**config.mk**
```make
export PLATFORM = sky130hd
export DESIGN_NAME = div_issue_ctrl_flat
export DESIGN_NICKNAME = d
export VERILOG_FILES = /design/src/rtl/div_pkg.sv /design/src/rtl/div_issue_ctrl_if.sv /design/src/rtl/div_issue_ctrl.sv /design/src/flat_wrapper.sv
export SDC_FILE = /design/constraint.sdc
export NUM_CORES = 1
export LEC_CHECK = 0
export BUFFER_PORTS_ARGS = -buffer_cell sky130_fd_sc_hd__buf_2
export CAP_MARGIN = 20
export CORE_ASPECT_RATIO = 1.25
export CORE_MARGIN = 4
export CORE_UTILIZATION = 30
export CTS_CLUSTER_DIAMETER = 100
export CTS_CLUSTER_SIZE = 25
export DETAILED_ROUTE_END_ITERATION = 7
export GPL_TIMING_DRIVEN = 0
export PLACE_DENSITY_LB_ADDON = 0.25
export SKIP_LAST_GASP = 1
export SLEW_MARGIN = 25
export SYNTH_ARGS = -nofsm -noshare
export SYNTH_HDL_FRONTEND = slang
export SYNTH_SLANG_ARGS = --single-unit
```
**constraint.sdc**
```tcl
create_clock -name clk -period 2.7 [get_ports clk]
set_input_delay 0.135 -clock clk [delete_from_list [all_inputs] [get_ports clk]]
set_output_delay 0.135 -clock clk [all_outputs]
set_load 0.005 [all_outputs]
```
**src/rtl/div_pkg.sv**
```systemverilog
// Shared definitions for the EX-stage divider issue controller: state encoding,
// result width and HI/LO field positions within the divider result word.
package div_pkg;

    typedef enum logic [1:0] {
        ST_IDLE  = 2'b00,
        ST_BUSY  = 2'b01,
        ST_DONE  = 2'b10,
        ST_DRAIN = 2'b11
    } div_state_e;

    localparam int DIV_OP_W  = 32;
    localparam int DIV_RES_W = 64;
    localparam int LO_LSB    = 0;
    localparam int LO_MSB    = 31;
    localparam int HI_LSB    = 32;
    localparam int HI_MSB    = 63;
    localparam int CNT_W     = 8;

    function automatic logic [DIV_OP_W-1:0] res_hi(input logic [DIV_RES_W-1:0] res);
        return res[HI_MSB:HI_LSB];
    endfunction

    function automatic logic [DIV_OP_W-1:0] res_lo(input logic [DIV_RES_W-1:0] res);
        return res[LO_MSB:LO_LSB];
    endfunction

endpackage

```
**src/rtl/div_issue_ctrl_if.sv**
```systemverilog
// Handshake bundle between the issue controller (master) and the multicycle
// divider (slave): start/cancel/operands out, result and success pulse back.
interface div_issue_ctrl_if;
    import div_pkg::*;

    logic                 div_start_o;
    logic                 div_signed_o;
    logic [DIV_OP_W-1:0]  div_opdata1_o;
    logic [DIV_OP_W-1:0]  div_opdata2_o;
    logic                 div_cancel_o;
    logic [DIV_RES_W-1:0] div_result_i;
    logic                 div_ready_i;

    modport master (
        output div_start_o, div_signed_o, div_opdata1_o, div_opdata2_o, div_cancel_o,
        input  div_result_i, div_ready_i
    );

    modport slave (
        input  div_start_o, div_signed_o, div_opdata1_o, div_opdata2_o, div_cancel_o,
        output div_result_i, div_ready_i
    );

endinterface

```
**src/rtl/div_issue_ctrl.sv**
```systemverilog
// EX-stage DIV/DIVU initiator: issues to the divider, stalls EX, writes HI/LO,
// and drains after flush. Optional BUSY watchdog under `DIV_ISSUE_TIMEOUT_EN.
module div_issue_ctrl
    import div_pkg::*;
#(
    parameter int DRAIN_CYCLES   = 3,
    parameter int TIMEOUT_CYCLES = 40
) (
    input  logic                clk,
    input  logic                rst,
    input  logic                div_req_i,
    input  logic                div_signed_i,
    input  logic [DIV_OP_W-1:0] opdata1_i,
    input  logic [DIV_OP_W-1:0] opdata2_i,
    input  logic                flush_i,
    input  logic                ex_hold_i,
    div_issue_ctrl_if.master    div_if,
    output logic                stall_req_o,
    output logic                hilo_we_o,
    output logic [DIV_OP_W-1:0] hi_o,
    output logic [DIV_OP_W-1:0] lo_o,
    output logic                timeout_o
);

    localparam logic [CNT_W-1:0] DRAIN_LOAD = CNT_W'(DRAIN_CYCLES - 1);
    localparam logic [CNT_W-1:0] TMO_LAST   = CNT_W'(TIMEOUT_CYCLES - 1);
`ifdef DIV_ISSUE_TIMEOUT_EN
    localparam bit TMO_EN = 1'b1;
`else
    localparam bit TMO_EN = 1'b0;
`endif

    div_state_e          state_q, state_d;
    logic [CNT_W-1:0]    cnt_q, cnt_d;
    logic [DIV_OP_W-1:0] op1_q, op1_d;
    logic [DIV_OP_W-1:0] op2_q, op2_d;
    logic [DIV_OP_W-1:0] hi_q, hi_d;
    logic [DIV_OP_W-1:0] lo_q, lo_d;
    logic                sgn_q, sgn_d;
    logic                tmo_q, tmo_d;
    logic                tmo_fire;

    always_ff @(posedge clk) begin
        if (rst) begin
            state_q <= ST_IDLE;
            cnt_q   <= '0;
            op1_q   <= '0;
            op2_q   <= '0;
            hi_q    <= '0;
            lo_q    <= '0;
            sgn_q   <= 1'b0;
            tmo_q   <= 1'b0;
        end else begin
            state_q <= state_d;
            cnt_q   <= cnt_d;
            op1_q   <= op1_d;
            op2_q   <= op2_d;
            hi_q    <= hi_d;
            lo_q    <= lo_d;
            sgn_q   <= sgn_d;
            tmo_q   <= tmo_d;
        end
    end

    always_comb begin
        state_d             = state_q;
        cnt_d               = cnt_q;
        op1_d               = op1_q;
        op2_d               = op2_q;
        hi_d                = hi_q;
        lo_d                = lo_q;
        sgn_d               = sgn_q;
        tmo_d               = tmo_q;
        tmo_fire            = 1'b0;
        div_if.div_start_o  = 1'b0;
        div_if.div_cancel_o = 1'b0;
        stall_req_o         = 1'b0;
        hilo_we_o           = 1'b0;

        case (state_q)
            ST_IDLE: begin
                if (div_req_i && !flush_i) begin
                    stall_req_o = 1'b1;
                    op1_d       = opdata1_i;
                    op2_d       = opdata2_i;
                    sgn_d       = div_signed_i;
                    cnt_d       = '0;
                    state_d     = ST_BUSY;
                end
            end
            ST_BUSY: begin
                stall_req_o = 1'b1;
                tmo_fire    = TMO_EN && (cnt_q == TMO_LAST);
                // Flush beats a same-cycle success; start must fall with ready
                // because the divider is already free again in that cycle.
                if (flush_i) begin
                    cnt_d   = DRAIN_LOAD;
                    state_d = ST_DRAIN;
                end else if (div_if.div_ready_i) begin
                    hi_d    = res_hi(div_if.div_result_i);
                    lo_d    = res_lo(div_if.div_result_i);
                    state_d = ST_DONE;
                end else if (tmo_fire) begin
                    tmo_d   = 1'b1;
                    cnt_d   = DRAIN_LOAD;
                    state_d = ST_DRAIN;
                end else begin
                    div_if.div_start_o = 1'b1;
                    if (TMO_EN) begin
                        cnt_d = cnt_q + 1'b1;
                    end
                end
            end
            ST_DONE: begin
                if (flush_i) begin
                    cnt_d   = DRAIN_LOAD;
                    state_d = ST_DRAIN;
                end else if (!ex_hold_i) begin
                    hilo_we_o = 1'b1;
                    state_d   = ST_IDLE;
                end
            end
            ST_DRAIN: begin
                // Cancel covers the divider's late success pulse, which is ignored here.
                div_if.div_cancel_o = 1'b1;
                if (cnt_q == '0) begin
                    state_d = ST_IDLE;
                end else begin
                    cnt_d = cnt_q - 1'b1;
                end
            end
            default: begin
                state_d = ST_IDLE;
            end
        endcase
    end

    assign div_if.div_signed_o  = sgn_q;
    assign div_if.div_opdata1_o = op1_q;
    assign div_if.div_opdata2_o = op2_q;
    assign hi_o                 = hi_q;
    assign lo_o                 = lo_q;
    assign timeout_o            = tmo_q;

endmodule

```
**src/flat_wrapper.sv**
```systemverilog
// flat-port wrapper written by rule: the top's interface ports become plain ports
module div_issue_ctrl_flat import div_pkg::*;
#(
    parameter int DRAIN_CYCLES   = 3,
    parameter int TIMEOUT_CYCLES = 40
)
  (clk, rst, div_req_i, div_signed_i, opdata1_i, opdata2_i, flush_i, ex_hold_i, stall_req_o, hilo_we_o, hi_o, lo_o, timeout_o, div_if_div_start_o, div_if_div_signed_o, div_if_div_opdata1_o, div_if_div_opdata2_o, div_if_div_cancel_o, div_if_div_result_i, div_if_div_ready_i);
  div_issue_ctrl_if div_if_i ();
  input  logic clk;
  input  logic rst;
  input  logic div_req_i;
  input  logic div_signed_i;
  input  logic [DIV_OP_W-1:0] opdata1_i;
  input  logic [DIV_OP_W-1:0] opdata2_i;
  input  logic flush_i;
  input  logic ex_hold_i;
  output logic stall_req_o;
  output logic hilo_we_o;
  output logic [DIV_OP_W-1:0] hi_o;
  output logic [DIV_OP_W-1:0] lo_o;
  output logic timeout_o;
  output wire logic [$bits(div_if_i.div_start_o)-1:0] div_if_div_start_o;
  output wire logic [$bits(div_if_i.div_signed_o)-1:0] div_if_div_signed_o;
  output wire logic [$bits(div_if_i.div_opdata1_o)-1:0] div_if_div_opdata1_o;
  output wire logic [$bits(div_if_i.div_opdata2_o)-1:0] div_if_div_opdata2_o;
  output wire logic [$bits(div_if_i.div_cancel_o)-1:0] div_if_div_cancel_o;
  input wire logic [$bits(div_if_i.div_result_i)-1:0] div_if_div_result_i;
  input wire logic [$bits(div_if_i.div_ready_i)-1:0] div_if_div_ready_i;
  assign div_if_div_start_o = div_if_i.div_start_o;
  assign div_if_div_signed_o = div_if_i.div_signed_o;
  assign div_if_div_opdata1_o = div_if_i.div_opdata1_o;
  assign div_if_div_opdata2_o = div_if_i.div_opdata2_o;
  assign div_if_div_cancel_o = div_if_i.div_cancel_o;
  assign div_if_i.div_result_i = div_if_div_result_i;
  assign div_if_i.div_ready_i = div_if_div_ready_i;
  div_issue_ctrl #(.DRAIN_CYCLES(DRAIN_CYCLES), .TIMEOUT_CYCLES(TIMEOUT_CYCLES)) u_core (.clk(clk), .rst(rst), .div_req_i(div_req_i), .div_signed_i(div_signed_i), .opdata1_i(opdata1_i), .opdata2_i(opdata2_i), .flush_i(flush_i), .ex_hold_i(ex_hold_i), .div_if(div_if_i), .stall_req_o(stall_req_o), .hilo_we_o(hilo_we_o), .hi_o(hi_o), .lo_o(lo_o), .timeout_o(timeout_o));
endmodule
```
# [After elaboration in Yosys (flattened, before gate mapping)]
# Index checks and enable logic that the tools add are counted.
# W data, S select, Z words.
[totals] wordCells=47 regBits=139 inputBits=135 out_inout_bits=134
[op_classes] reduce_logical=9 eq_ne=9 add_sub_neg=1 n_bitwise=1 mux=20
[op_table] operator="$mux W8" n=3
[op_table] operator="$pmux W8 S3" n=1
[op_table] operator="$mux W2" n=6
[op_table] operator="$logic_not A8 Y1" n=1
[op_table] operator="$mux W1" n=8
[op_table] operator="$pmux W2 S4" n=1
[op_table] operator="$sub A8 B1 Y8 const B" n=1
[op_table] operator="$ne A2 B1 Y1 const B" n=3
[op_table] operator="$ne A3 B3 Y1 const B" n=2
[op_table] operator="$reduce_and A3 Y1" n=2
[op_table] operator="$eq A2 B2 Y1 const B" n=2
[op_table] operator="$reduce_and A4 Y1" n=1
[op_table] operator="$eq A2 B1 Y1 const B" n=1
[op_table] operator="$logic_not A2 Y1" n=1
[op_table] operator="$ne A2 B2 Y1 const B" n=1
[op_table] operator="$pmux W1 S2" n=1
[op_table] operator="$reduce_and A2 Y1" n=1
[op_table] operator="$reduce_or A2 Y1" n=1
[op_table] operator="$logic_and A1 B1 Y1" n=1
[op_table] operator="$logic_not A1 Y1" n=1
[op_table] operator="$not A1 Y1" n=1

# [Depth between registers and ports, before layout]
# Gate-level depths: netlist of run 1.
[depth] depth_word=4 depth_mapped=7 mapped_depth_nobuf=6

# [Worst setup path after synthesis of run 1]
# No wires, ideal clock.
[synth_path] kind="flip-flop to flip-flop" start="register u_core.state_q[0]" end="register u_core.cnt_q[6]" slack_ns=0.931 t_arrival_ns=1.684 synth_period_minus_slack_ns=1.769 stages_incl_launch_ff=6 required_time_ns=2.614 setup_time_ns=0.086 n_path_buf=0 cell_sequence="dfxtp_1 -> inv_1 -> ha_1 -> a22o_1 -> or4_1 -> a211oi_1"
[synth_via] elab_chain_len=4 elab_cells_between_ends=10 classes_between="eq/ne: 6; mux: 1; reduce/logical: 3"
[synth_rtl] element="start: declaration" line_no="div_issue_ctrl.sv:33" source="div_state_e state_q, state_d;"
[synth_rtl] element="start signal: assignment" line_no="div_issue_ctrl.sv:54" source="state_q <= state_d;"
[synth_rtl] element="$eq A2 B1 Y1 or $eq A2 B2 Y1 (tied branches)" line_no="div_issue_ctrl.sv:80" source="case (state_q)"
[synth_rtl] element="$reduce_or A2 Y1 (no source line)"
[synth_rtl] element="$ne A2 B1 Y1 (no source line)"
[synth_rtl] element="$reduce_and A3 Y1 (no source line)"
[synth_rtl] element="end signal: assignment" line_no="div_issue_ctrl.sv:55" source="cnt_q <= cnt_d;"
[synth_rtl] element="end: declaration" line_no="div_issue_ctrl.sv:34" source="logic [CNT_W-1:0] cnt_q, cnt_d;"
# Parallel ways exist; a longest one is shown, timed or not.
# A chain may end at the register's enable or synchronous reset.

# [Final worst setup path of run 1]
[layout_path] start="register u_core.state_q[1]" end="register u_core.hi_q[9], in the netlist u_core.hi_o[9]"
[layout_via] elab_chain_len=2
[layout_rtl] element="$eq A2 B1 Y1" line_no="div_issue_ctrl.sv:80"
[layout_rtl] element="$reduce_and A3 Y1 (no source line)"
[layout_rtl] element="end signal: assignment" line_no="div_issue_ctrl.sv:58" source="hi_q <= hi_d;"
[layout_rtl] element="end: declaration" line_no="div_issue_ctrl.sv:37" source="logic [DIV_OP_W-1:0] hi_q, hi_d;"
# Every way passes these cells.

==> impl_metrics.json, run 1 <==
{
  "relative_area_change_from_synthesis_to_final_layout_pct": 68.1,
  "seqPwrFrac_pct": 39.2,
  "cp_slowest_cell": "clkbuf_1",
  "internal_power_summed_over_all_cells_mw": 4.26,
  "clock_transition_at_path_regs_ns": 0.06,
  "timing.final.hold_violations": 0,
  "fin_crit_ns": 2.20,
  "timing_max_transition_violations_final": 0,
  "die_span_in_y_um": 154,
  "count_of_state_elements_after_synthesis": 139,
  "clock_path_buffers": 2,
  "core_um2": 16800,
  "num_rows": 53,
  "final.hold.worst_slack_ns": 0.0615,
  "placed_cell_area_um2": 6760,
  "timing_worst_setup_path_type": "flip-flop to flip-flop",
  "max_cap_violations": 0,
  "hold_depth": 4,
  "finalInstanceArea_um2": 8650,
  "fin_skew_ns": 0.00480,
  "outcome": "complete, no violations",
  "asyncSetResetFlopFracSynth_pct": 0,
  "tritoncts.num_buffers": 17,
  "fin_cells": 1307,
  "path_cells": "inv_1 > ha_1 > and3_1 > clkbuf_1 > clkbuf_1 > nand2_1 > a21oi_1",
  "clock_tree.htree_level_count": 4,
  "worst_ep_required_time_ns": 3.04,
  "total_switching_power_mw": 1.69,
  "met1_length_um": 7010,
  "rsz_0062_raised_after_global_routing": "no",
  "holdCritPathClass": "input pin to flip-flop",
  "grt.overflow.total": 0,
  "max-vdd-ir-drop_uv": 348,
  "synth_nets": 801,
  "grt_pass1_vias": 5935,
  "grt_start_max_net_pins": 17,
  "cts-hold-fix-buffers": 129,
  "worstRegToRegCells": 7,
  "fin_tns_setup_ns": 0,
  "post-route-drc-count": 0,
  "first_iteration_detailed_routing_drc_count": 232,
  "place.port_buffers": 267,
  "avgRoutedWirePerCell_um": 13.8,
  "finish.net_count": 1216,
  "clkPwrFrac_pct": 39.1,
  "dr.pass1.iters": 4,
  "gp_routability_congestion": 0.781,
  "yosys.area_share.simple_pct": 23.8,
  "layout_cells_sized_above_1_pct": 28.2,
  "power.share.combinational_pct": 21.6,
  "postCtsResizedCells": 0,
  "die_area_um2": 19300,
  "synth_edf_count": 0,
  "timing.critical_path.mode_cell": "clkbuf_1",
  "yosys-top-cells-area": "dfxtp_1 54%, nand2_1 19%, a21oi_1 13%",
  "finalSetupViolCount": 0,
  "combinational_family_with_the_most_area_after_synthesis": "simple AND/OR/NAND/NOR gates",
  "power.density_cell_area_nw_per_um2": 688,
  "timing.critical_path.slowest_cell_delay_ns": 0.43,
  "cts-root-buf": "clkbuf_16",
  "dp_wirelength_um": 12600,
  "wl_met2_um": 9500,
  "grt_antenna_before_repair": 0,
  "cts_tree": "done",
  "netSwitchingFraction_pct": 28.4,
  "area_fraction_in_compound_gates_after_synthesis_pct": 16.2,
  "num-fill-cells": 1647,
  "yosys.area.top_type_share_pct": 54.1,
  "highest-signal-layer": "met4",
  "chipWidth_um": 125,
  "finalPower_mw": 5.95,
  "synth_area_leader_cell": "dfxtp_1",
  "postRouteAntennaNets": 0,
  "wire_length_of_the_first_global_routing_pass_um": 29200,
  "timing_worst_slew_pin_value_ns": 0.621,
  "postCtsSetupRepairBufs": 0,
  "detailed_route_wirelength_on_metal3_um": 924,
  "synthXorXnorAreaFrac_pct": 0,
  "io_pins": 269,
  "max_freq_mhz": 455,
  "timing.final.crit_share_pct": 81.5,
  "synth_adder_area_share_pct": 1.70,
  "post_synth_mux_area_share_pct": 0.195,
  "critPathLaunchType": "flip-flop",
  "critical_path.max_fanout": 10,
  "initial_utilization_pct": 30.5,
  "placed_cells": 1146,
  "cell_count_after_synthesis": 659,
  "fraction_of_the_yosys_area_taken_by_sequential_cells_pct": 54.1,
  "ys_types": 36,
  "route.final.wire_length_um": 18100,
  "insertion_delay_ns": 0.41,
  "power.static_leakage_nw": 3.81,
  "timing.critical_path.to_type": "flip-flop",
  "synth.cell_area_um2": 5140,
  "worst_ep_arrival_time_ns": 2.54,
  "grt.total_usage_pct": 18.4,
  "synthesis.yosys.warnings": 0,
  "insertedDiodeCount": 0,
  "postSynthAreaPerCell_um2": 7.81,
  "timing.max_slew.rel_slack_pct": 58.6,
  "cts_sinks": 139,
  "routed_via_density": 4.47,
  "routed-via-count": 5837,
  "synth_flop_cell": "dfxtp_1"
}
==> registers in the layout, indices dropped and copies added (netlist names) <==
name and cells:
u_core.div_if.div_opdata1_o 32, u_core.div_if.div_opdata2_o 32, u_core.hi_o 32, u_core.lo_o 32, u_core.cnt_q 8, u_core.state_q 2, u_core.div_if.div_signed_o 1
==> worst max-delay path, delay by kind of cell (launching register included) <==
| kind | cells | cell delay (ns) |
|---|---|---|
| fa+ha+maj | 1 | 0.33 |
| compound gates | 1 | 0.13 |
| simple gates | 2 | 0.33 |
| flops | 1 | 0.33 |
| buf+inv | 3 | 1.00 |
==> metal layers <==
metal	global-route usage (%)	vias up
met2	32.6	168
met5	0	-
met3	5.01	43
li1	-	2982
met4	9.19	0
met1	20.2	2644
==> path summary, 6_finish.rpt <==
path,from,to,slack (ns)
setup / recovery,u_core.state_q[1],u_core.hi_o[9],0.50
hold / removal,rst,u_core.cnt_q[7],0.06
setup reg to reg,u_core.state_q[1],u_core.hi_o[9],0.50
hold reg to reg,u_core.lo_o[13],u_core.lo_o[13],0.45
==> cell usage in the layout, fill, tap and decap left out, drive strengths merged, types with 2 or more instances in the layout <==
master	n
nand2b	4
clkinv	5
and3	2
dlygate4sd3	129
clkinvlp	3
nor2b	2
nand3	5
o21ai	5
or4	3
o311ai	4
o31ai	5
bufinv	2
nor2	7
nor4	2
ha	7
dfxtp	139
nand2	264
buf	273
nor3b	3
clkbuf	61
a21oi	138
and2	2
nor3	5
inv	7
==> cell type report <==
class	instances	area, um2	area share (%)
clock buffers	22	484	5.60
plain buffers	45	175	2.03
inverters	7	26.3	0.304
well taps	220	275	3.18
clock inverters	10	115	1.33
flip-flops and latches	139	2780	32.2
multi-input cells	468	2160	25.0
repair buffers	396	2630	30.4
==> Yosys cell counts (5+ instances only) <==
cell      instances
o21ai_0           5
a21oi_1         138
nand2_1         263
clkbuf_1         39
dfxtp_1         139
nor3_1            5
inv_1             6
nand3_1           5
ha_1              7
nor2_1            7
o31ai_1           5
==> power by group through the flow <==
stage / Clock, mW / Sequential, mW / Combinational (mW)
3_3_place_gp: 0 / 2.37 / 1.14
6_report: 2.33 / 2.33 / 1.29
2_1_floorplan: 0 / 2.39 / 0.622
3_5_place_dp: 0 / 2.38 / 1.14
5_1_grt: 2.48 / 2.36 / 1.45
4_1_cts: 2.39 / 2.33 / 1.30
==> logic make-up (layout without fill, tap and decap cells) <==
logic type               after synthesis  count (layout)
AO/OA/AOI/OAI                        158             158
flip-flops                           139             139
multiplexers                           1               1
AND/OR/NAND/NOR                      301             301
buffers and inverters                 52             480
adder cells (fa/ha/maj)                7               7
other                                  1               1
==> per-stage QoR <==
| step | util (%) | setup slack (ns) |
|---|---|---|
| 6_report | 51.3 | 0.500 |
| 3_5_place_dp | 40.1 | 0.503 |
| 4_1_cts | 51.3 | 0.470 |
| 5_1_grt | 51.3 | 0.237 |
| 3_3_place_gp | 40.1 | 0.489 |
| 2_1_floorplan | - | 0.931 |
Note: power is estimated with default switching activity, not from simulation.
==> inputs of run 2 (changes only) <==
ABC_AREA = 1   (was default)
clock period = 2.3 ns   (was 2.7 ns; I/O delays follow)
==> impl_metrics.json, run 2 <==
{
  "synth_nets": 828,
  "route.final.wire_length_um": 18800,
  "fin_crit_ns": 2.10,
  "first_iteration_detailed_routing_drc_count": 215,
  "critical_path.max_fanout": 10,
  "synth_flop_cell": "dfxtp_1",
  "holdCritPathClass": "input pin to flip-flop",
  "preCtsSetupSlack_ns": 0.596,
  "worstRegToRegCells": 10,
  "count_of_state_elements_after_synthesis": 139,
  "yosys.area.top_type_share_pct": 48.8,
  "timing.critical_path.to_type": "output port",
  "timing.max_slew.rel_slack_pct": 63.7,
  "max_cap_violations": 0,
  "seqPwrFrac_pct": 36.7,
  "ys_types": 31,
  "rsz_0062_raised_after_global_routing": "no",
  "worst_ep_arrival_time_ns": 1.98,
  "gp_routability_congestion": 0.807,
  "placed_cell_area_um2": 7330,
  "timing_worst_slew_pin_value_ns": 0.545,
  "synth_area_leader_cell": "dfxtp_1",
  "dr.pass1.iters": 4,
  "core_um2": 18700,
  "power.density_cell_area_nw_per_um2": 878,
  "fin_tns_setup_ns": 0,
  "die_span_in_y_um": 162,
  "clock_tree.htree_level_count": 4,
  "avgRoutedWirePerCell_um": 14.0,
  "worstPathBufferInverterCount": 4,
  "worst_r2r_dst": "u_core.cnt_q[3]",
  "tritoncts.num_buffers": 17,
  "holdCritStartpoint": "div_if_div_result_i[35]",
  "timing_worst_setup_path_type": "flip-flop to output port",
  "finalPower_mw": 8.09,
  "clkPwrFrac_pct": 35.9,
  "finalInstanceArea_um2": 9210,
  "postCtsSetupRepairBufs": 0,
  "grt.total_usage_pct": 17.6,
  "post-route-drc-count": 0,
  "insertion_delay_ns": 0.41,
  "routed_via_density": 4.45,
  "worst_path_dominant_cell_family": "buffers and inverters",
  "synth_edf_count": 0,
  "postCtsResizedCells": 0,
  "synth.cell_area_um2": 5700,
  "place.port_buffers": 267,
  "die_area_um2": 21300,
  "finish.net_count": 1240,
  "timing.final.hold_violations": 0,
  "fin_skew_ns": 0.00590,
  "power.share.combinational_pct": 27.5,
  "hold_depth": 3,
  "relative_area_change_from_synthesis_to_final_layout_pct": 61.5,
  "routed-via-count": 5971,
  "grt_pass1_vias": 6169,
  "synth_most_common_cell": "inv_1",
  "asyncSetResetFlopFracSynth_pct": 0,
  "cts-root-buf": "clkbuf_16",
  "layout_cells_sized_above_1_pct": 36.0,
  "synthesis.yosys.warnings": 0,
  "cts_tree": "done",
  "critPathLaunchType": "flip-flop",
  "max-vdd-ir-drop_uv": 445,
  "setup_ws_ns": 0.205,
  "insertedDiodeCount": 0,
  "clock_path_buffers": 2,
  "grt_start_max_net_pins": 17,
  "ff_latch_area_um2": 2780,
  "worst_ep_required_time_ns": 2.18,
  "grt_antenna_before_repair": 1,
  "r2r_setup_slack_ns": 0.60,
  "clock_transition_at_path_regs_ns": 0.06,
  "cell_count_after_synthesis": 686,
  "layout_common_cells": "277 x buf_2, 147 x inv_1, 139 x dfxtp_1, 126 x dlygate4sd3_1, 110 x a21oi_1",
  "cts_sinks": 139,
  "timing.final.crit_share_pct": 91.1,
  "total_switching_power_mw": 2.50,
  "internal_power_summed_over_all_cells_mw": 5.59,
  "outcome": "complete, no violations",
  "num-fill-cells": 1833,
  "postSynthAreaPerCell_um2": 8.32,
  "wire_length_of_the_first_global_routing_pass_um": 30600,
  "multi_input_area_um2": 2010,
  "cp_slowest_cell": "dfxtp_1",
  "timing_max_transition_violations_final": 0,
  "grt.overflow.total": 0,
  "cts-hold-fix-buffers": 126,
  "dp_wirelength_um": 13400,
  "max_freq_mhz": 477,
  "yosys-top-cells-count": "147 x inv_1, 139 x dfxtp_1, 110 x a21oi_1",
  "num_rows": 56,
  "io_pins": 269,
  "chipWidth_um": 131,
  "path_cells": "inv_1 > ha_1 > nand3_4 > buf_8 > buf_6 > nand2_1 > buf_2",
  "finalSetupViolCount": 0,
  "power.static_leakage_nw": 4.19,
  "netSwitchingFraction_pct": 30.9,
  "initial_utilization_pct": 30.5,
  "timing.critical_path.slowest_cell_delay_ns": 0.41,
  "regToRegStartpoint": "u_core.state_q[1]",
  "holdPathEnd": "u_core.hi_o[3]",
  "path_depth": 7,
  "layout.cells.most_common": "buf_2",
  "postRouteAntennaNets": 0,
  "yosys-top-cells-area": "dfxtp_1 49%, inv_1 9.7%, a21oi_1 9.7%",
  "fraction_of_the_yosys_area_taken_by_sequential_cells_pct": 48.8
}
run 2: through the flow:
stage               utilization (%)  hold slack (ns)  instances
floorplan                         -            0.177        686
global placement               39.2            0.346       1185
detailed placement             39.2            0.343       1185
CTS                            49.3          0.00212       1342
global route                   49.3           0.0412       1342
finish                         49.3           0.0158       1342
run 2: worst max path at each step:
stage,start,endpoint
global placement,u_core.state_q[1],u_core.cnt_q[3]
detailed placement,u_core.state_q[1],u_core.div_if.div_opdata1_o[7]
finish,u_core.state_q[1],stall_req_o
global route,u_core.state_q[1],stall_req_o
floorplan,u_core.state_q[1],u_core.cnt_q[3]
CTS,u_core.state_q[1],stall_req_o
run 2: cell type report:
cell class / count / share of cell area (%)
sequential: 139 / 30.2
timing repair buffer: 393 / 28.2
multi-input combinational: 351 / 21.9
inverter: 153 / 6.27
clock buffer: 17 / 4.62
buffer: 43 / 3.57
tap: 232 / 3.15
clock inverter: 14 / 2.13
run 2: kinds of logic after synthesis:
| family | Yosys count | share of synthesized area (%) |
|---|---|---|
| DFF | 139 | 48.8 |
| other | 1 | 0.0657 |
| buffers and inverters | 196 | 15.9 |
| AOI/OAI and AO/OA | 273 | 27.5 |
| and+or+nand+nor | 70 | 6.21 |
| adders and majority gates | 7 | 1.54 |
run 2: per-layer routing:
metal,wire [um],up-vias,part of all wire [%],track usage (%)
met5,10,-,0.053,0
met3,1230,47,6.5,5.42
met2,9430,214,50,31.3
met4,532,2,2.8,7.69
li1,-,3021,-,-
met1,7640,2687,41,19.4
run 2: tightest hold or removal path, delay by kind of cell:
family,cells,cell delay [ns]
AO/OA/AOI/OAI,2,0.19
buffers and inverters,1,0.08
run 2: power groups by stage:
stage	registers [mW]	clock network [mW]	logic, mW
3_3_place_gp	3.01	0	2.05
2_1_floorplan	3.04	0	1.26
6_report	2.97	2.90	2.22
5_1_grt	3.02	3.08	2.49
3_5_place_dp	3.01	0	2.06
4_1_cts	2.97	2.99	2.24
==> inputs of run 3 (changes only) <==
clock period = 2.25 ns   (was 2.3 ns; I/O delays follow)
==> impl_metrics.json, run 3 (synthesis results as in run 2) <==
{
  "outcome": "complete, no violations",
  "wire_length_of_the_first_global_routing_pass_um": 30700,
  "timing.critical_path.to_type": "output port",
  "power.static_leakage_nw": 4.19,
  "internal_power_summed_over_all_cells_mw": 5.72,
  "rsz_0062_raised_after_global_routing": "no",
  "grt.total_usage_pct": 17.6,
  "max_cap_violations": 0,
  "worst_ep_required_time_ns": 2.14,
  "tritoncts.num_buffers": 17,
  "power.share.combinational_pct": 27.5,
  "clock_transition_at_path_regs_ns": 0.06,
  "placed_cell_area_um2": 7330,
  "finalSetupViolCount": 0,
  "num_rows": 56,
  "dr.pass1.iters": 4,
  "seqPwrFrac_pct": 36.6,
  "worst_r2r_dst": "u_core.cnt_q[3]",
  "startpoint_of_the_most_critical_setup_path": "u_core.state_q[1]",
  "r2r_setup_slack_ns": 0.58,
  "relative_area_change_from_synthesis_to_final_layout_pct": 61.7,
  "timing.max_slew.rel_slack_pct": 63.8,
  "critical_path.max_fanout": 10,
  "max_freq_mhz": 500,
  "fin_tns_setup_ns": 0,
  "first_iteration_detailed_routing_drc_count": 193,
  "timing_worst_slew_pin_value_ns": 0.543,
  "layout.cells.most_common": "buf_2",
  "timing_worst_setup_path_type": "flip-flop to output port",
  "gp_routability_congestion": 0.807,
  "layout_common_cells": "277 x buf_2, 147 x inv_1, 139 x dfxtp_1, 127 x dlygate4sd3_1, 110 x a21oi_1",
  "holdCritPathClass": "input pin to flip-flop",
  "fin_crit_ns": 2.00,
  "finish.net_count": 1241,
  "post-route-drc-count": 0,
  "clock_tree.htree_level_count": 4,
  "clock_path_buffers": 2,
  "layout_cells_sized_above_1_pct": 36.1,
  "cts-root-buf": "clkbuf_16",
  "place.port_buffers": 267,
  "worst_ep_arrival_time_ns": 1.89,
  "total_switching_power_mw": 2.56,
  "grt_start_max_net_pins": 17,
  "regToRegStartpoint": "u_core.state_q[1]",
  "timing.final.crit_share_pct": 89.0,
  "path_cells": "inv_1 > ha_2 > nand3_4 > buf_8 > buf_6 > nand2_1 > buf_2",
  "fin_skew_ns": 0.00585,
  "die_area_um2": 21300,
  "insertedDiodeCount": 0,
  "final.hold.worst_slack_ns": 0.0286,
  "power.density_cell_area_nw_per_um2": 897,
  "netSwitchingFraction_pct": 30.9,
  "fin_cells": 1343,
  "initial_utilization_pct": 30.5,
  "io_pins": 269,
  "critPathLaunchType": "flip-flop",
  "timing.final.hold_violations": 0,
  "max-vdd-ir-drop_uv": 455,
  "placed_cells": 1185,
  "worstRegToRegCells": 10,
  "insertion_delay_ns": 0.41,
  "worst_path_dominant_cell_family": "buffers and inverters",
  "worstPathBufferInverterCount": 4,
  "core_um2": 18700,
  "route.final.wire_length_um": 18900,
  "grt_pass1_vias": 6176,
  "path_depth": 7,
  "die_span_in_y_um": 162,
  "finalInstanceArea_um2": 9230,
  "chipWidth_um": 131,
  "crit_path_end": "stall_req_o",
  "dp_wirelength_um": 13400,
  "grt.overflow.total": 0,
  "cts_tree": "done",
  "postRouteAntennaNets": 0,
  "cp_slowest_cell": "dfxtp_1",
  "routed_via_density": 4.45,
  "clkPwrFrac_pct": 35.8,
  "routed-via-count": 5982,
  "postCtsSetupRepairBufs": 0,
  "grt_antenna_before_repair": 1,
  "cts_sinks": 139,
  "timing_max_transition_violations_final": 0,
  "finalPower_mw": 8.28,
  "timing.critical_path.slowest_cell_delay_ns": 0.41,
  "avgRoutedWirePerCell_um": 14.1
}
run 3: cell count changes in the layout (fill, tap and decap cells not counted):
cell	before	now
ha_2	0	1
dlygate4sd3_1	126	127
ha_1	7	6
run 3: metrics by stage:
| stage | utilization (%) | setup WS (ns) |
|---|---|---|
| final | 49.3 | 0.248 |
| after global routing | 49.3 | 0.0958 |
| after CTS | 49.3 | 0.106 |
| after detailed placement | 39.2 | 0.546 |
| after global placement | 39.2 | 0.555 |
| after floorplan | - | 0.777 |
run 3: repair_timing:
action,CTS,global route
gates resized for setup,0,1
endpoints found under the hold margin,129,0
setup endpoints to repair,0,1
hold buffers,127,0
run 3: worst reg2reg max path: cells and delay by family, from the launching register on:
family | cells | cell delay (ns)
AO/OA/AOI/OAI | 1 | 0.27
adder cells (fa/ha/maj) | 1 | 0.28
buffers and inverters | 3 | 0.28
flip-flops | 1 | 0.41
AND/OR/NAND/NOR | 5 | 0.33
run 3: power by group through the flow:
stage	logic [mW]	clock network, mW	registers (mW)
2_1_floorplan	1.28	0	3.11
4_1_cts	2.29	3.06	3.03
5_1_grt	2.55	3.15	3.08
6_report	2.28	2.97	3.03
3_5_place_dp	2.11	0	3.08
3_3_place_gp	2.10	0	3.07
run 3: layout make-up:
type / instances / area (um2)
well taps: 232 / 290
clock buffers: 17 / 425
clock inverters: 14 / 196
multi-input cells: 351 / 2020
fillers: 1836 / 9480
plain buffers: 43 / 329
flip-flops and latches: 139 / 2780
inverters: 153 / 578
repair buffers: 394 / 2610
run 3: worst min-delay path by stage:
stage	depth (start not counted)	end	from	slack, ns
floorplan	1	u_core.cnt_q[2]	rst	0.17
global placement	2	u_core.cnt_q[2]	rst	0.34
detailed placement	2	u_core.cnt_q[2]	rst	0.34
CTS	4	u_core.state_q[0]	ex_hold_i	0.002
global route	4	u_core.state_q[0]	ex_hold_i	0.04
finish	4	u_core.state_q[0]	ex_hold_i	0.03
run 3: routing by layer:
layer | GRT usage [%] | part of all wire (%) | routed length (um) | vias to the layer above
li1 | - | - | - | 3020
met1 | 19.4 | 41 | 7660 | 2697
met2 | 31.5 | 50 | 9480 | 214
met3 | 5.45 | 6.4 | 1210 | 49
met4 | 7.69 | 2.9 | 548 | 2
met5 | 0 | 0.053 | 10 | -
